[src/rtl/cache_access_ctrl_if.sv]
// Handshake and bus signals between the cache access controller and its
// address source, cache datapath, main memory and response consumer.
interface cache_access_ctrl_if #(
  parameter int ADDR_W   = 15,
  parameter int OFFSET_W = 2
);
  logic                       req_valid;
  logic [ADDR_W-1:0]          req_addr;
  logic                       req_ready;
  logic [ADDR_W-1:0]          cache_addr;
  logic                       lookup_hit;
  logic                       cache_fill;
  logic                       mem_rd_req;
  logic [ADDR_W-OFFSET_W-1:0] mem_addr;
  logic                       mem_rd_ack;
  logic                       resp_valid;
  logic                       resp_hit;
  logic                       resp_ready;

  // Controller side.
  modport master (
    input  req_valid, req_addr, lookup_hit, mem_rd_ack, resp_ready,
    output req_ready, cache_addr, cache_fill, mem_rd_req, mem_addr,
           resp_valid, resp_hit
  );

  // Environment side: address source, cache, memory and consumer.
  modport slave (
    output req_valid, req_addr, lookup_hit, mem_rd_ack, resp_ready,
    input  req_ready, cache_addr, cache_fill, mem_rd_req, mem_addr,
           resp_valid, resp_hit
  );
endinterface

[src/rtl/cache_access_ctrl.sv]
// Sequencing controller for a direct-mapped cache: lookup, miss fetch, refill,
// tagged response, and saturating access/hit/miss statistics.
module cache_access_ctrl #(
  parameter int ADDR_W       = 15,
  parameter int OFFSET_W     = 2,
  parameter int NUM_ACCESSES = 8192,
  parameter int CNT_W        = 32
) (
  input  logic              clk,
  input  logic              rst,
  cache_access_ctrl_if.master bus,
  output logic [CNT_W-1:0]  access_count,
  output logic [CNT_W-1:0]  hit_count,
  output logic [CNT_W-1:0]  miss_count,
  output logic              done
);

  typedef enum logic [2:0] {
    IDLE,
    LOOKUP,
    MISS_REQ,
    REFILL,
    RESPOND,
    DONE
  } state_t;

  // Access count value whose handshake completes the run.
  localparam logic [CNT_W-1:0] LAST_ACCESS = CNT_W'(NUM_ACCESSES - 1);

  state_t              state_q, state_d;
  logic [ADDR_W-1:0]   addr_q;
  logic                resp_hit_q;
  logic [CNT_W-1:0]    access_q, hit_q, miss_q;

  function automatic logic [CNT_W-1:0] sat_inc(input logic [CNT_W-1:0] v);
    return (&v) ? v : v + CNT_W'(1);
  endfunction

  // NOTE: reset is synchronous, so it only takes effect on a clock edge; every
  // register (no memories here) is cleared so the block restarts from a clean
  // state even when reset arrives mid-miss.
  always_ff @(posedge clk) begin
    if (rst) begin
      state_q    <= IDLE;
      addr_q     <= '0;
      resp_hit_q <= 1'b0;
      access_q   <= '0;
      hit_q      <= '0;
      miss_q     <= '0;
    end else begin
      // NOTE: non-blocking assignments keep every register reading the
      // pre-edge values, independent of statement order.
      state_q <= state_d;

      if (state_q == IDLE && bus.req_valid) begin
        addr_q <= bus.req_addr;
      end

      if (state_q == LOOKUP) begin
        resp_hit_q <= bus.lookup_hit;
        if (bus.lookup_hit) hit_q  <= sat_inc(hit_q);
        else                miss_q <= sat_inc(miss_q);
      end

      if (state_q == RESPOND && bus.resp_ready) begin
        access_q <= sat_inc(access_q);
      end
    end
  end

  // NOTE: every signal written here gets a default first, so no path through
  // the case can leave one unassigned and infer a latch.
  always_comb begin
    state_d        = state_q;
    bus.req_ready  = 1'b0;
    bus.mem_rd_req = 1'b0;
    bus.cache_fill = 1'b0;
    bus.resp_valid = 1'b0;
    done           = 1'b0;

    unique case (state_q)
      IDLE: begin
        bus.req_ready = 1'b1;
        if (bus.req_valid) state_d = LOOKUP;
      end
      LOOKUP: begin
        state_d = bus.lookup_hit ? RESPOND : MISS_REQ;
      end
      MISS_REQ: begin
        bus.mem_rd_req = 1'b1;
        if (bus.mem_rd_ack) state_d = REFILL;
      end
      REFILL: begin
        // Refill is a single strobe; the line's new tag match is not counted.
        bus.cache_fill = 1'b1;
        state_d        = RESPOND;
      end
      RESPOND: begin
        bus.resp_valid = 1'b1;
        if (bus.resp_ready) begin
          state_d = (access_q == LAST_ACCESS) ? DONE : IDLE;
        end
      end
      DONE: begin
        done = 1'b1;
      end
      default: begin
        state_d = IDLE;
      end
    endcase
  end

  assign bus.cache_addr = addr_q;
  assign bus.mem_addr   = addr_q[ADDR_W-1:OFFSET_W];
  assign bus.resp_hit   = resp_hit_q;
  assign access_count   = access_q;
  assign hit_count      = hit_q;
  assign miss_count     = miss_q;

endmodule
[src/flat_wrapper.sv]
// flat-port wrapper written by rule: the top's interface ports become plain ports
module cache_access_ctrl_flat 
#(
  parameter int ADDR_W       = 15,
  parameter int OFFSET_W     = 2,
  parameter int NUM_ACCESSES = 8192,
  parameter int CNT_W        = 32
)
  (clk, rst, access_count, hit_count, miss_count, done, bus_req_valid, bus_req_addr, bus_lookup_hit, bus_mem_rd_ack, bus_resp_ready, bus_req_ready, bus_cache_addr, bus_cache_fill, bus_mem_rd_req, bus_mem_addr, bus_resp_valid, bus_resp_hit);
  cache_access_ctrl_if #(.ADDR_W(ADDR_W), .OFFSET_W(OFFSET_W)) bus_i ();
  input  logic clk;
  input  logic rst;
  output logic [CNT_W-1:0] access_count;
  output logic [CNT_W-1:0] hit_count;
  output logic [CNT_W-1:0] miss_count;
  output logic done;
  input wire logic [$bits(bus_i.req_valid)-1:0] bus_req_valid;
  input wire logic [$bits(bus_i.req_addr)-1:0] bus_req_addr;
  input wire logic [$bits(bus_i.lookup_hit)-1:0] bus_lookup_hit;
  input wire logic [$bits(bus_i.mem_rd_ack)-1:0] bus_mem_rd_ack;
  input wire logic [$bits(bus_i.resp_ready)-1:0] bus_resp_ready;
  output wire logic [$bits(bus_i.req_ready)-1:0] bus_req_ready;
  output wire logic [$bits(bus_i.cache_addr)-1:0] bus_cache_addr;
  output wire logic [$bits(bus_i.cache_fill)-1:0] bus_cache_fill;
  output wire logic [$bits(bus_i.mem_rd_req)-1:0] bus_mem_rd_req;
  output wire logic [$bits(bus_i.mem_addr)-1:0] bus_mem_addr;
  output wire logic [$bits(bus_i.resp_valid)-1:0] bus_resp_valid;
  output wire logic [$bits(bus_i.resp_hit)-1:0] bus_resp_hit;
  assign bus_i.req_valid = bus_req_valid;
  assign bus_i.req_addr = bus_req_addr;
  assign bus_i.lookup_hit = bus_lookup_hit;
  assign bus_i.mem_rd_ack = bus_mem_rd_ack;
  assign bus_i.resp_ready = bus_resp_ready;
  assign bus_req_ready = bus_i.req_ready;
  assign bus_cache_addr = bus_i.cache_addr;
  assign bus_cache_fill = bus_i.cache_fill;
  assign bus_mem_rd_req = bus_i.mem_rd_req;
  assign bus_mem_addr = bus_i.mem_addr;
  assign bus_resp_valid = bus_i.resp_valid;
  assign bus_resp_hit = bus_i.resp_hit;
  cache_access_ctrl #(.ADDR_W(ADDR_W), .OFFSET_W(OFFSET_W), .NUM_ACCESSES(NUM_ACCESSES), .CNT_W(CNT_W)) u_core (.clk(clk), .rst(rst), .bus(bus_i), .access_count(access_count), .hit_count(hit_count), .miss_count(miss_count), .done(done));
endmodule
[config.mk]
export PLATFORM = sky130hd
export DESIGN_NAME = cache_access_ctrl_flat
export DESIGN_NICKNAME = d
export VERILOG_FILES = /design/src/rtl/cache_access_ctrl_if.sv /design/src/rtl/cache_access_ctrl.sv /design/src/flat_wrapper.sv
export SDC_FILE = /design/constraint.sdc
export NUM_CORES = 1
export LEC_CHECK = 0
export ABC_CLOCK_PERIOD_IN_PS = 2620
export BUFFER_PORTS_ARGS = -buffer_cell sky130_fd_sc_hd__buf_2
export CELL_PAD_IN_SITES_DETAIL_PLACEMENT = 1
export CELL_PAD_IN_SITES_GLOBAL_PLACEMENT = 2
export CORE_MARGIN = 3
export CORE_UTILIZATION = 30
export DETAILED_ROUTE_END_ITERATION = 12
export PLACE_DENSITY = 0.89
export SKIP_CTS_REPAIR_TIMING = 1
export SLEW_MARGIN = 10
export SYNTH_ARGS = -nofsm -noshare
export SYNTH_HDL_FRONTEND = slang
export SYNTH_SLANG_ARGS = --single-unit
[constraint.sdc]
create_clock -name clk -period 2.62 [get_ports clk]
set_input_delay 0.131 -clock clk [delete_from_list [all_inputs] [get_ports clk]]
set_output_delay 0.131 -clock clk [all_outputs]
set_load 0.1 [all_outputs]
; ---- Word-level counts from Yosys, hierarchy flattened
; Cells that the tools add are included.
[totals]
output_inout_bits = 130
word_cells = 44
register_bits = 115
inputBits = 21
[classes]
muxes = 11
n_addsub = 3
eq_ne = 9
bitwise_logic = 5
n_reduce_logical = 10
[op_table]
columns = operator, n
row1 = "adder 32 x 1 -> 32 bit, second input constant", 3
row2 = AND reduction 32 bit, 3
row3 = "equality test 32 x 13 -> 1 bit, second input constant", 1
row4 = case mux 3 bit (6 select lines), 1
row5 = 2-to-1 mux 3 bit, 5
row6 = "equality test 3 x 2 -> 1 bit, second input constant", 2
row7 = "equality test 3 bit, second input constant", 2
row8 = "!= test 2 bit, second input constant", 3
row9 = AND reduction 3 bit, 2
row10 = 2-to-1 mux 1 bit, 5
row11 = NOT 1 bit, 5
row12 = AND reduction 4 bit, 1
row13 = "equality test 3 x 1 -> 1 bit, second input constant", 1
row14 = zero test 3 bit, 1
row15 = logical AND 1 bit, 2
row16 = AND reduction 2 bit, 1

; ---- Logic depth before layout (Yosys ltp)
[logic_depth]
depth_word = 4
ltp_mapped = 8
depth_no_buf = 6

; ---- Worst setup path after synthesis
; Ideal clock, no wire load.
[synth_path]
path_kind = register -> register
from = reg u_core.state_q[2]
to = reg u_core.state_q[0]
synth_period_minus_slack_ns = 3.677
required_time_ns = 2.549
stages_incl_launch_ff = 7
setup_time_ns = 0.071
slack_ns = -1.057
n_path_buf = 1
arrival_time_ns = 3.606
cell_sequence = dfxtp_1 -> buf_2 -> nor3b_1 -> nand4_1 -> nor4_1 -> a211oi_1 -> nor2_1
[synth_between]
elab_chain_len = 3
word_cells_on_any_way = 12
classes_between = 8 x eq/ne / 1 x mux / 1 x bitwise / 2 x reduce/logical
[synth_lines]
columns = element, line_no
row1 = from (decl), cache_access_ctrl.sv:30  ; state_t state_q, state_d;
row2 = from (signal assigned), cache_access_ctrl.sv:53  ; state_q <= state_d;
row3 = equality test 3 bit (tied with other cells), cache_access_ctrl.sv:81  ; unique case (state_q)
row4 = != test 2 bit (no source line) or NOT 1 bit (tied branches), --
row5 = AND reduction 4 bit (no source line), --
; Several ways; a longest one is shown, not always the timed one.
; A chain may end at the register's enable or synchronous reset.

; ---- Final worst setup path
[layout_path]
from = reg u_core.hit_q[10] (netlist: u_core.hit_count[10])
to = reg u_core.hit_q[16] (netlist: u_core.hit_count[16])
[layout_between]
elab_chain_len = 3
word_cells_on_any_way = 4
classes_between = 1 x add/sub / 1 x bitwise / 2 x reduce/logical
[layout_lines]
columns = element, line_no
row1 = from (decl), cache_access_ctrl.sv:33  ; logic [CNT_W-1:0] access_q, hit_q, miss_q;
row2 = from (signal assigned), cache_access_ctrl.sv:61  ; if (bus.lookup_hit) hit_q <= sat_inc(hit_q);
row3 = "parallel branches: the longest is 3 deep, another holds adder 32 x 1 -> 32 bit", --
; Parallel ways; which one is timed is not known.

==> impl_metrics.tcl <==
set metrics [dict create \
    run_status "completed" \
    cp_cell_sequence "nand4_2 -> or4_1 -> o31ai_4 -> buf_4 -> nor4_1 -> mux2_2" \
    cellPowerDensity_nw_per_um2 655.4 \
    power.share.switching_pct 31.20 \
    drc 0 \
    relSlewSlack_pct 56.33 \
    post_synth_fa_ha_maj_area_fraction_pct 0.6545 \
    p_leak_nw 2.904 \
    gpl.final_weighted_congestion 0.7959 \
    cp-end-kind "register" \
    grt_antenna_before_repair 0 \
    hold-path-cell-count 4 \
    dr.first_iter.drc_count 239 \
    postRouteWirelength_um 18350 \
    postSynthCellCount 708 \
    grt_start_max_net_pins 57 \
    design.die.area_um2 20810 \
    fp.dieH_um 144.3 \
    ys_types 51 \
    gr-usage-all-layers_pct 17.36 \
    critPathMaxStageDelay_ps 710 \
    ctsLongestPathBuffers 2 \
    drv_slew 0 \
    syn-cell-area_um2 5736 \
    worst_skew_pair.late_latency_ps 420 \
    synth.yosys.warnings 0 \
    dr_total_vias 6010 \
    top_level_ports 151 \
    ys_ff_latch 115 \
    nNetsFinal 894 \
    ys_seq_area_share_pct 40.14 \
    internal_power_mw 3.415 \
    synth_edf_count 0 \
    clockRootBuffer "clkbuf_16" \
    first_global_vias 5854 \
    synth.mux.area_fraction_pct 1.920 \
    finalCritPeriodShare_pct 89.43 \
    cp.required_ps 2920 \
    period_minus_slack_ps 2343 \
    cts_inserted_buffers 17 \
    timing.critical_path.arrival_ps 2640 \
    die_width_um 144.3 \
    ant_nets 0 \
    reg2reg_slack_ps 280 \
    synth_xor_xnor_area_share_pct 2.443 \
    syn_nets 732 \
    setup-violations-final 0 \
    worstSetupPathType "register to register" \
    routed_via_density 5.405 \
    layout_common_cells "buf_2 (149), a21oi_1 (86), nand2_1 (71), dfxtp_2 (69), nor2_1 (49)" \
    power.share.clock_pct 47.5 \
    effective_utilization_at_floorplan_pct 31.18 \
    worstHoldStart "bus_mem_rd_ack" \
    setup_repair_after_global_routing_missed_its_margin "false" \
    power.ir.vdd_worst_mv 0.4449 \
    totalNegativeSetupSlack_ps 0 \
    synthFlopType "dfxtp_1" \
    worstReg2RegEnd "u_core.hit_count[16]" \
    floorplan.core_area_um2 18390 \
    cap_viol_max_count 0 \
    startpoint_type "register" \
    placement.cell_area_um2 6828 \
    max_freq_ghz 0.4268 \
    hp-class "input port to register" \
    gr-total-overflow 0 \
    detailedPlacementHpwl_um 13140 \
    finClkSkew_ps 7.574 \
    synth_simple_gate_area_share_pct 31.46 \
    synth-async-reset-ratio_pct 0 \
    area_growth_pct 32.07 \
    holdPathEnd "u_core.state_q[2]" \
    worst_path_max_delay_cell "or4_1" \
    placement_rows 49 \
    global_route_wire_length_before_repair_um 29730 \
    drive_above_1_share_pct 35.11 \
    h-tree-depth 4 \
    reg2reg_from "u_core.hit_count[10]" \
    slew_at_the_pin_closest_to_its_max_slew_limit_ps 655.1 \
    cts_tree "done" \
    drt_pass1_iterations 4 \
    clock_sinks 115 \
    cell_depth_of_the_worst_flop_to_flop_path 6 \
    portion_of_total_power_attributed_to_sequential_cells_pct 36.6 \
    cts.clk_slew.worst_paths_ps 60 \
    cp_max_fo 29 \
    finalPower_mw 4.964 \
    power_switching_mw 1.549 \
    routedWlPerCell_um 16.50 \
    leading_cell_type_in_the_layout_fill_and_taps_excluded "buf_2" \
    finish.utilization_pct 41.18 \
    synth.avg_cell_area_um2 8.101 \
    finalHoldViolCount 0 \
    layout.cell_area.non_filler_um2 7575 \
    buffer_ports.inserted 150 \
    power_frac_comb_pct 15.8 \
    post_synthesis_compound_gate_area_fraction_pct 17.74 \
    combinational_family_with_the_most_area_after_synthesis "simple AND/OR/NAND/NOR gates" \
    number_of_antenna_repair_diodes 0 \
]
-- kinds of logic (layout without fill, tap and decap cells) --
family                   after synthesis  count (layout)
AO/OA/AOI/OAI                        171             171
XOR/XNOR                              16              16
adder cells (fa/ha/maj)                3               3
buffers and inverters                 66             241
flip-flops                           115             115
multiplexers                          10              10
AND/OR/NAND/NOR                      327             327
-- worst max-delay path by stage --
stage,from,end,cells after the start
floorplan,u_core.hit_count[3],u_core.hit_count[23],5
global placement,u_core.hit_count[11],u_core.hit_count[20],6
detailed placement,u_core.hit_count[11],u_core.hit_count[16],6
CTS,u_core.hit_count[11],u_core.hit_count[16],6
global route,u_core.hit_count[11],u_core.hit_count[16],6
finish,u_core.hit_count[10],u_core.hit_count[16],6
-- registers in the layout, indices dropped and copies added, names as in the netlist --
name and cells:
u_core.miss_count 32, u_core.access_count 32, u_core.hit_count 32, u_core.bus.resp_hit 1, u_core.state_q 3, u_core.bus.cache_addr 15
-- area by class of cell --
cell class                 count  area [um2]
multi-input combinational    527        3126
timing repair buffer         192        1106
inverter                      17       63.81
clock inverter                12       128.9
fill                        2250       10820
clock buffer                  20       467.9
sequential                   115        2396
tap                          229       286.5
-- power by group through the flow --
stage	registers, mW	clock network, mW	logic (mW)
finish	1.82	2.36	0.787
global route	1.82	2.50	0.832
CTS	1.82	2.42	0.775
detailed placement	1.86	0	0.774
global placement	1.85	0	0.768
floorplan	2.07	0	0.438
-- routing by layer --
metal  vias up  global-route usage, %  routed length, um
met5         -                      0                  0
li1       2948                      -                  -
met2       116                  29.45               8765
met4         0                  4.222                142
met1      2931                  22.19               8563
met3        15                  4.398                878
-- critical path, delay by kind of cell, from the launching register on --
family | cells | cell delay (ps)
AOI/OAI and AO/OA | 1 | 270
and+or+nand+nor | 3 | 990
muxes | 1 | 270
DFF | 1 | 390
buffers and inverters | 1 | 310
-- synth_stat cells (2+ instances only) --
master    number  share of area (%)
dfxtp_1      115                 40
a21oi_1       86                7.5
nand2_1       71                4.6
nor2_1        49                3.2
or3_1         37                4.0
o21ai_0       36                3.1
nand3_1       35                3.1
or4_1         34                4.5
o31ai_1       33                4.3
nand4_1       27                2.9
clkbuf_1      24                1.6
buf_4         18                2.4
inv_1         17                1.1
nor4_1        17                1.9
nor3_1        11               0.96
and3_1        10                1.1
mux2_2         8                1.6
nor2b_1        8               0.87
xnor2_1        8                1.2
xor2_1         8                1.2
buf_2          7               0.61
or2_2          4               0.44
and4_1         3               0.46
ha_1           3               0.65
a211oi_1       2               0.26
a31o_2         2               0.31
a31oi_1        2               0.22
and2_1         2               0.22
and3b_1        2               0.31
and4bb_2       2               0.44
mux2i_1        2               0.35
nor4_2         2               0.44
o21ba_2        2               0.35
o31a_1         2               0.31
o31ai_4        2               0.74
or3b_2         2               0.31
-- through the flow --
stage	setup WS, ps	std cells	hold slack (ps)
2_1_floorplan	0.02554	708	267.0
3_3_place_gp	339.4	1065	376.2
3_5_place_dp	301.4	1065	380.0
4_1_cts	276.5	1097	-62.06
5_1_grt	141.9	1112	133.1
6_report	277.0	1112	107.2
Note: power is estimated with default switching activity, not from simulation.
